$ cat src/rtl/dma_axi_read_master.sv
// ---------------------------------------------------------------------------
// dma_axi_read_master
//
// Source stage of the DMA datapath. Reads i_total_len bytes starting at
// i_src_addr over an AXI4 read channel using INCR bursts, and forwards every
// returned beat straight into the bridge FIFO.
//
// Ports
//   M_AXI_ACLK / M_AXI_ARESETN : clock, asynchronous active-low reset
//   i_start                    : start request, acted on at its rising edge
//   i_src_addr / i_total_len   : source byte address / length in bytes
//   i_fifo_full                : bridge FIFO full (backpressure)
//   o_fifo_push / o_r_data     : FIFO write enable / write data
//   o_read_done                : level, set when the transfer has finished
//   o_error                    : sticky, bad RRESP or RLAST out of place
//   o_busy                     : transfer in progress
//   M_AXI_AR* / M_AXI_R*       : AXI4 read address / read data channels
//
// Handshake rule used on every channel: a transfer happens on the rising
// clock edge where VALID and READY are both 1; VALID, once raised, holds
// its payload stable until that edge.
// ---------------------------------------------------------------------------
module dma_axi_read_master #(
  parameter int C_M_AXI_BURST_LEN   = 16,
  parameter int C_M_AXI_ID_WIDTH    = 1,
  parameter int C_M_AXI_ADDR_WIDTH  = 32,
  parameter int C_M_AXI_DATA_WIDTH  = 32
) (
  input  logic                          M_AXI_ACLK,
  input  logic                          M_AXI_ARESETN,
  input  logic                          i_start,
  input  logic [31:0]                   i_src_addr,
  input  logic [31:0]                   i_total_len,
  input  logic                          i_fifo_full,
  output logic                          o_fifo_push,
  output logic [C_M_AXI_DATA_WIDTH-1:0] o_r_data,
  output logic                          o_read_done,
  output logic                          o_error,
  output logic                          o_busy,
  output logic [C_M_AXI_ID_WIDTH-1:0]   M_AXI_ARID,
  output logic [C_M_AXI_ADDR_WIDTH-1:0] M_AXI_ARADDR,
  output logic [7:0]                    M_AXI_ARLEN,
  output logic [2:0]                    M_AXI_ARSIZE,
  output logic [1:0]                    M_AXI_ARBURST,
  output logic                          M_AXI_ARVALID,
  input  logic                          M_AXI_ARREADY,
  input  logic [C_M_AXI_ID_WIDTH-1:0]   M_AXI_RID,
  input  logic [C_M_AXI_DATA_WIDTH-1:0] M_AXI_RDATA,
  input  logic [1:0]                    M_AXI_RRESP,
  input  logic                          M_AXI_RLAST,
  input  logic                          M_AXI_RVALID,
  output logic                          M_AXI_RREADY
);

  localparam int AW   = C_M_AXI_ADDR_WIDTH;
  localparam int BPB  = C_M_AXI_DATA_WIDTH / 8;
  localparam int SIZE = $clog2(BPB);
  localparam logic [12:0] MAX_BEATS = 13'(C_M_AXI_BURST_LEN);

  typedef enum logic [1:0] {
    S_IDLE = 2'd0,
    S_ADDR = 2'd1,
    S_DATA = 2'd2,
    S_DONE = 2'd3
  } state_t;

  state_t          state_q, state_d;
  logic            start_q;
  logic [AW-1:0]   addr_q, addr_d;
  logic [31:0]     remaining_q, remaining_d;
  logic [8:0]      beat_cnt_q, beat_cnt_d;
  logic            arvalid_q, arvalid_d;
  logic [AW-1:0]   araddr_q, araddr_d;
  logic [7:0]      arlen_q, arlen_d;
  logic            done_q, done_d;
  logic            error_q, error_d;
  logic            busy_q, busy_d;

  logic            start_pulse;
  logic            beat_acc;
  logic [12:0]     bytes_to_4k;
  logic [12:0]     beats_to_4k;
  logic [8:0]      beat_limit;
  logic [8:0]      burst_beats;
  logic [8:0]      burst_now;
  logic [31:0]     start_beats;
  logic            unused_rid;

  // RID carries no information for a single-ID, single-outstanding master.
  assign unused_rid = ^M_AXI_RID;

  assign start_pulse = i_start & ~start_q;
  assign start_beats = i_total_len >> SIZE;

  // Burst size: the smallest of the beats left, the burst cap and the beats
  // that fit before the next 4 KB page. Only addr[11:0] matters here.
  always_comb begin
    bytes_to_4k = 13'h1000 - {1'b0, addr_q[11:0]};
    beats_to_4k = bytes_to_4k >> SIZE;
    if (beats_to_4k > MAX_BEATS) begin
      beat_limit = MAX_BEATS[8:0];
    end else begin
      beat_limit = beats_to_4k[8:0];
    end
    if (remaining_q < {23'd0, beat_limit}) begin
      burst_beats = remaining_q[8:0];
    end else begin
      burst_beats = beat_limit;
    end
  end

  // Beats of the burst currently on the AR channel (ARLEN is beats-1).
  assign burst_now = {1'b0, arlen_q} + 9'd1;

  // Read data goes straight to the FIFO; full is only raised after the write
  // that fills it, so gating RREADY with it in the same cycle is safe.
  assign M_AXI_RREADY = (state_q == S_DATA) && !i_fifo_full;
  assign beat_acc     = M_AXI_RVALID && M_AXI_RREADY;
  assign o_fifo_push  = beat_acc;
  assign o_r_data     = M_AXI_RDATA;

  assign M_AXI_ARID    = '0;
  assign M_AXI_ARADDR  = araddr_q;
  assign M_AXI_ARLEN   = arlen_q;
  assign M_AXI_ARSIZE  = 3'(SIZE);
  assign M_AXI_ARBURST = 2'b01;
  assign M_AXI_ARVALID = arvalid_q;

  assign o_read_done = done_q;
  assign o_error     = error_q;
  assign o_busy      = busy_q;

  always_comb begin
    state_d     = state_q;
    addr_d      = addr_q;
    remaining_d = remaining_q;
    beat_cnt_d  = beat_cnt_q;
    arvalid_d   = arvalid_q;
    araddr_d    = araddr_q;
    arlen_d     = arlen_q;
    done_d      = done_q;
    error_d     = error_q;
    busy_d      = busy_q;

    case (state_q)
      S_IDLE, S_DONE: begin
        if (start_pulse) begin
          addr_d      = AW'(i_src_addr);
          remaining_d = start_beats;
          error_d     = 1'b0;
          if (start_beats == 32'd0) begin
            state_d = S_DONE;
            done_d  = 1'b1;
            busy_d  = 1'b0;
          end else begin
            state_d = S_ADDR;
            done_d  = 1'b0;
            busy_d  = 1'b1;
          end
        end
      end

      S_ADDR: begin
        // First cycle in ADDR loads the request; the registers then hold
        // steady until the slave takes it.
        if (!arvalid_q) begin
          arvalid_d = 1'b1;
          araddr_d  = addr_q;
          arlen_d   = 8'(burst_beats - 9'd1);
        end else if (M_AXI_ARREADY) begin
          arvalid_d   = 1'b0;
          beat_cnt_d  = burst_now;
          addr_d      = addr_q + (AW'(burst_now) << SIZE);
          remaining_d = remaining_q - {23'd0, burst_now};
          state_d     = S_DATA;
        end
      end

      S_DATA: begin
        if (beat_acc) begin
          beat_cnt_d = beat_cnt_q - 9'd1;
          if (M_AXI_RRESP != 2'b00) begin
            error_d = 1'b1;
          end
          // RLAST only cross-checks our own beat count; it never ends a burst.
          if (M_AXI_RLAST != (beat_cnt_q == 9'd1)) begin
            error_d = 1'b1;
          end
          if (beat_cnt_q == 9'd1) begin
            if (remaining_q != 32'd0) begin
              state_d = S_ADDR;
            end else begin
              state_d = S_DONE;
              done_d  = 1'b1;
              busy_d  = 1'b0;
            end
          end
        end
      end

      default: begin
        state_d = S_IDLE;
      end
    endcase
  end

  always_ff @(posedge M_AXI_ACLK or negedge M_AXI_ARESETN) begin
    if (!M_AXI_ARESETN) begin
      state_q     <= S_IDLE;
      start_q     <= 1'b0;
      addr_q      <= '0;
      remaining_q <= '0;
      beat_cnt_q  <= '0;
      arvalid_q   <= 1'b0;
      araddr_q    <= '0;
      arlen_q     <= '0;
      done_q      <= 1'b0;
      error_q     <= 1'b0;
      busy_q      <= 1'b0;
    end else begin
      state_q     <= state_d;
      start_q     <= i_start;
      addr_q      <= addr_d;
      remaining_q <= remaining_d;
      beat_cnt_q  <= beat_cnt_d;
      arvalid_q   <= arvalid_d;
      araddr_q    <= araddr_d;
      arlen_q     <= arlen_d;
      done_q      <= done_d;
      error_q     <= error_d;
      busy_q      <= busy_d;
    end
  end

endmodule

$ cat config.mk
export PLATFORM = sky130hd
export DESIGN_NAME = dma_axi_read_master
export DESIGN_NICKNAME = d
export VERILOG_FILES = /design/src/rtl/dma_axi_read_master.sv
export SDC_FILE = /design/constraint.sdc
export NUM_CORES = 1
export LEC_CHECK = 0
export CAP_MARGIN = 20
export CORE_ASPECT_RATIO = 1.25
export CORE_MARGIN = 2
export CORE_UTILIZATION = 39
export CTS_BUF_LIST = sky130_fd_sc_hd__clkbuf_4 sky130_fd_sc_hd__clkbuf_8
export DETAILED_ROUTE_END_ITERATION = 12
export SYNTH_ARGS = -nofsm -noshare
export SYNTH_HDL_FRONTEND = slang
export SYNTH_SLANG_ARGS = --single-unit
export TNS_END_PERCENT = 10
$ cat constraint.sdc
create_clock -name M_AXI_ACLK -period 4.5 [get_ports M_AXI_ACLK]
set_input_delay 0.675 -clock M_AXI_ACLK [delete_from_list [all_inputs] [get_ports M_AXI_ACLK]]
set_output_delay 0.675 -clock M_AXI_ACLK [all_outputs]
set_load 0.005 [all_outputs]
==> results of run 1 <==
==> path summary, 6_finish.rpt <==
path,startpoint,end
worst min register to register,M_AXI_ARADDR[18],M_AXI_ARADDR[18]
worst max register to register,addr_q[2],M_AXI_ARLEN[6]
min in group M_AXI_ACLK,M_AXI_ARADDR[18],M_AXI_ARADDR[18]
worst min-delay path,M_AXI_ARESETN,remaining_q[1]
max in group asynchronous,M_AXI_ARESETN,remaining_q[21]
worst max-delay path,addr_q[2],M_AXI_ARLEN[6]
==> registers in the layout (all words and copies together), names as in the netlist <==
register / cells
beat_cnt_q: 9
M_AXI_ARLEN: 8
addr_q: 32
o_busy: 1
o_error: 1
o_read_done: 1
M_AXI_ARVALID: 1
state_q: 2
start_q: 1
M_AXI_ARADDR: 32
remaining_q: 32
==> synth_stat cells, types with 4 or more instances <==
cell and number:
nor2_1 33, inv_1 39, o221ai_1 4, xor2_1 9, ha_1 33, nand3b_1 11
o21a_1 10, nand3_1 37, a2bb2oi_1 9, nor3_1 26, a22oi_1 5, o21ai_1 6
o21ai_0 55, nor4_1 17, buf_4 38, mux2_4 4, or4_1 4, mux2i_1 21
xnor2_1 18, o21bai_1 4, o311ai_1 4, nor3b_1 13, o211ai_1 5, o22ai_1 28
nand2b_1 11, a21o_1 8, a21oi_1 59, nor4_4 4, or3_1 18, nand2_1 169
nor2b_1 6, nand4_1 17, clkbuf_1 39, buf_1 10, o311ai_0 6, dfrtp_1 120
and3_1 8
==> layout make-up <==
cell class	count	area (um2)	share of cell area, %
Clock inverter	14	133.9	1.356
Inverter	40	150.1	1.520
Multi-Input combinational cell	733	4642	47.00
Tap cell	274	342.8	3.471
Timing Repair Buffer	138	1356	13.73
Sequential cell	120	3003	30.41
Clock buffer	18	247.7	2.509
==> cells by family after synthesis <==
logic type | count (synthesis)
AND/OR/NAND/NOR | 392
AO/OA/AOI/OAI | 244
buffers and inverters | 131
flip-flops | 120
adder cells (fa/ha/maj) | 35
XOR/XNOR | 27
multiplexers | 25
other | 2
==> what timing repair did <==
action	CTS	global route
setup buffers	0	1
setup endpoints to repair	0	3
resized for setup	0	4
==> power by group through the flow <==
stage / Sequential [mW] / Combinational [mW] / Clock (mW)
2_1_floorplan: 2.05 / 3.05 / 0
3_3_place_gp: 2.20 / 4.19 / 0
3_5_place_dp: 2.21 / 4.25 / 0
4_1_cts: 2.19 / 4.27 / 1.01
5_1_grt: 2.29 / 4.81 / 1.05
6_report: 2.20 / 4.29 / 0.982
==> per-layer routing <==
metal  global-route usage [%]  vias to the layer above  routed length, um
met4                    5.134                        0                258
met5                        0                        -                  0
met1                    28.52                     3562              10840
met2                    35.72                      172              11540
met3                    3.571                       23                876
li1                         -                     3631                  -
==> metrics by stage <==
| stage | utilization [%] | hold slack, ns |
|---|---|---|
| global route | 47.61 | 0.09787 |
| global placement | 45.47 | 0.4626 |
| CTS | 47.31 | 0.09344 |
| floorplan | - | 0.3794 |
| detailed placement | 45.47 | 0.4627 |
| finish | 47.61 | 0.09909 |
==> results_dict.tcl, run 1 <==
set metrics [dict create \
    status "finished, final reports clean" \
    cts_hold_buf 0 \
    fp.dieArea_um2 22220 \
    firstDrtPassIters 5 \
    maxSlewHeadroom_pct 41.96 \
    rrSetupSlack_ns 0.40 \
    wl_per_cell_um 17.59 \
    drt_iter0_drc 514 \
    fin_nets 1191 \
    yosysTopAreaCellShare_pct 36.61 \
    internal_power_mw 3.967 \
    core_area_um2 20740 \
    clk_pin_slew_ns 0.08 \
    crit_type "flop to flop" \
    grt_pass1_wl_um 37710 \
    grt_overflow 0 \
    portBuffers 116 \
    wirelength_um 23520 \
    cp.arrival_ns 4.48 \
    worst_slew_pin_slew_ns 0.8674 \
    yosys-top-cells-area "dfrtp_1, nand2_1, ha_1" \
    period_share_pct 91.15 \
    die_y_um 166.1 \
    syn-cell-area_um2 8203 \
    place_inst 1303 \
    synthCells 976 \
    path_max_fanout 9 \
    antenna_found_initial 0 \
    instances_no_fill 1337 \
    crit_path_start_kind "flop" \
    synth-adder-area-share_pct 5.522 \
    area.growth.synth_to_final_pct 20.39 \
    setup-tns-final_ns 0 \
    synth-xor-area-share_pct 2.883 \
    crit_buf_inv 1 \
    via_per_inst 5.526 \
    clock_latency_ns 0.47 \
    setup_viol 0 \
    fillCellCount 2019 \
    synth-edff-count 0 \
    grt_pass1_vias 7031 \
    place_congestion 0.9445 \
    synth_top_family_by_area "simple AND/OR/NAND/NOR gates" \
    synth_flop_cell "dfrtp_1" \
    drive_gt1_share_pct 7.902 \
    final_common_cell "nand2_1" \
    required_ns 4.88 \
    ys_types 81 \
    synth_compound_area_share_pct 19.33 \
    h-tree-depth 4 \
    hp-class "primary input to asynchronous set/reset pin" \
    crit_chain "nor4_4 > nand4b_1 > o2bb2ai_4 > nand4_1 > ha_1 > a2111oi_1 > nand3_1 > o32ai_2 > o2111ai_2 > nand2_2 > mux2_4 > ha_1 > inv_1 > nor2_1 > nand3b_1 > xnor2_1 > a21oi_1 > a21oi_1" \
    routed-via-count 7388 \
    place_hpwl_um 16840 \
    grt_setup_unrepaired "no" \
    cp_slowest_cell "dfrtp_1" \
    cts_buffers 17 \
    synth_area_per_cell_um2 8.405 \
    async_reset_ff_share_pct 100.0 \
    drtAntennaViolNets 0 \
    slowest_delay_ns 0.49 \
    power.density_nw_per_um2 756.5 \
    leakage_nw 4.010 \
    cp_top_family "compound AO/OA/AOI/OAI gates" \
    comb_power_share_pct 57.4 \
    root_buffer "clkbuf_8" \
    p_sw_share_pct 46.90 \
    hold_violations 0 \
    grt_max_degree 102 \
    pwr-share-clk_pct 13.1 \
    synth_top_cell_by_area "dfrtp_1" \
    synthSimpleGateAreaFrac_pct 24.41 \
    synthMuxAreaShare_pct 3.295 \
    cts.sinks 120 \
    slew_violations 0 \
    final.min_clock_period_ns 4.102 \
    grt_usage_pct 21.26 \
    drc_errors 0 \
    power.switching_mw 3.504 \
    place_area_um2 9432 \
    pre_cts_slack_ns 0.1643 \
    power_mw 7.471 \
    floorplan.initialDensity_pct 39.54 \
    die_x_um 133.7 \
    crit_path_end_kind "flop" \
    ys_seq_elements 120 \
    final_cell_mix "nand2_1, dfrtp_1, clkdlybuf4s50_1" \
    maxCapViolations 0 \
    synth_warnings 0 \
    io_pins 190 \
    finalWorstSetupSlack_ns 0.3984 \
    num_antenna_cells 0 \
    final_area_um2 9876 \
    pwr-share-seq_pct 29.5 \
    ir_worst_vdd_mv 0.4353 \
    seq_area_frac_synth_pct 36.61 \
    path_depth 18 \
    rows 59 \
    r2r_cells 18 \
    skew_ns 0.01584 \
    timing.fmax_mhz 243.8 \
    cts_max_path_buffers 2 \
    tritoncts "built" \
]
Note: power is estimated with default switching activity, not from simulation.
==> run 2, diff against run 1 <==
Settings changed: DONT_BUFFER_PORTS from default to 1.
Clock period 4.5 ns to 4.6 ns, I/O delays scaled along.
==> results_dict.tcl, run 2 (same netlist as run 1, synthesis figures left out) <==
set metrics [dict create \
    status "finished, final reports clean" \
    drc_errors 0 \
    grt_pass1_wl_um 36940 \
    crit_type "flop to flop" \
    cts.sinks 120 \
    hp-class "primary input to asynchronous set/reset pin" \
    skew_ns 0.01960 \
    slew_violations 0 \
    fp.dieArea_um2 22220 \
    use_met1_pct 27.70 \
    portBuffers 0 \
    place_hpwl_um 15990 \
    finalWorstSetupSlack_ns 0.3858 \
    cp.arrival_ns 4.59 \
    tritoncts "built" \
    instances_no_fill 1218 \
    fin_util_pct 42.14 \
    place_congestion 0.9412 \
    required_ns 4.98 \
    hold_violations 0 \
    drive_gt1_share_pct 8.378 \
    fin_nets 1071 \
    maxCapViolations 0 \
    path_max_fanout 9 \
    via_per_inst 5.734 \
    final.min_clock_period_ns 4.214 \
    io_pins 190 \
    clock_latency_ns 0.46 \
    grtUsageMet2_pct 34.34 \
    grt_pass1_vias 6776 \
    maxSlewHeadroom_pct 44.93 \
    crit_chain "nor4_4 > nand4b_1 > o2bb2ai_4 > nand4_1 > ha_1 > a2111oi_1 > nand3_1 > o32ai_2 > o2111ai_2 > nand2_2 > mux2_4 > ha_1 > inv_1 > nor2_1 > nand3b_1 > xnor2_1 > a21oi_1 > a21oi_1" \
    power.density_nw_per_um2 799.1 \
    cp_slowest_cell "dfrtp_1" \
    setup-tns-final_ns 0 \
    use_met3_pct 4.915 \
    grt_max_degree 121 \
    worst_slew_pin_slew_ns 0.8231 \
    area.growth.synth_to_final_pct 6.574 \
    wl_per_cell_um 18.74 \
    cts_max_path_buffers 2 \
    clk_pin_slew_ns 0.08 \
    period_share_pct 91.61 \
    timing.fmax_mhz 237.3 \
    ir_worst_vdd_mv 0.3419 \
    die_x_um 133.7 \
    final_common_cell "nand2_1" \
    place_area_um2 8223 \
    core_area_um2 20740 \
    drt_iter0_drc 517 \
    grt_usage_pct 21.02 \
    place_inst 1182 \
    floorplan.initialDensity_pct 39.54 \
    crit_path_start_kind "flop" \
    die_y_um 166.1 \
    fin_hold_ws_ns 0.1585 \
    antenna_found_initial 1 \
    slowest_delay_ns 0.50 \
    pre_cts_slack_ns 0.2499 \
    leakage_nw 3.565 \
    rows 59 \
    final_area_um2 8742 \
    final_cell_mix "nand2_1, dfrtp_1, a21oi_1" \
    h-tree-depth 4 \
    routed-via-count 6984 \
    wirelength_um 22830 \
    firstDrtPassIters 5 \
    root_buffer "clkbuf_8" \
    setup_viol 0 \
    crit_path_end_kind "flop" \
    drtAntennaViolNets 0 \
    cts_buffers 17 \
    grt.busiest_layer "met2" \
    grt_overflow 0 \
    power_mw 6.985 \
]
run 2: metal layers:
metal  share of wire, %  up-vias
li1                   -     3385
met1                 45     3375
met2                 48      191
met3                5.2       33
met4                1.7        0
met5                  0        -
run 2: area by class of cell:
cell class / count / area [um2]
fillers: 2061 / 12000
multi-input cells: 733 / 4642
flip-flops and latches: 120 / 3003
well taps: 274 / 342.8
clock buffers: 19 / 255.2
repair buffers: 18 / 175.2
clock inverters: 13 / 171.4
inverters: 40 / 150.1
diodes: 1 / 2.502
run 2: critical path, delay by kind of cell, from the launching register on:
kind                     cells  cell delay [ns]
buffers and inverters        1             0.11
adder cells (fa/ha/maj)      2             0.58
multiplexers                 1             0.32
flip-flops                   1             0.50
AND/OR/NAND/NOR              7             1.20
XOR/XNOR                     1             0.13
AO/OA/AOI/OAI                6             1.30
run 2: final timing paths:
kind | startpoint | endpoint | slack [ns] | cells past startpoint
min in group M_AXI_ACLK | i_start | start_q | 0.26 | 0
hold reg to reg | M_AXI_ARADDR[4] | M_AXI_ARADDR[4] | 0.50 | 2
hold / removal | M_AXI_ARESETN | M_AXI_ARADDR[3] | 0.16 | 1
setup reg to reg | addr_q[2] | M_AXI_ARLEN[6] | 0.39 | 18
setup / recovery | addr_q[2] | M_AXI_ARLEN[6] | 0.39 | 18
max in group asynchronous | M_AXI_ARESETN | addr_q[15] | 3.91 | 1
run 2: timing repair:
action,4_1_cts,5_1_grt
gates resized for setup,0,4
setup buffers,0,1
endpoints found under the hold margin,120,0
hold buffers,1,0
setup endpoints to repair,0,2
run 2: power by group:
group / total (mW) / leakage (nW) / internal, mW / switching (mW)
Clock: 1.06 / 0.210 / 0.562 / 0.493
Combinational: 3.74 / 1.91 / 1.52 / 2.22
Sequential: 2.19 / 1.44 / 1.57 / 0.622
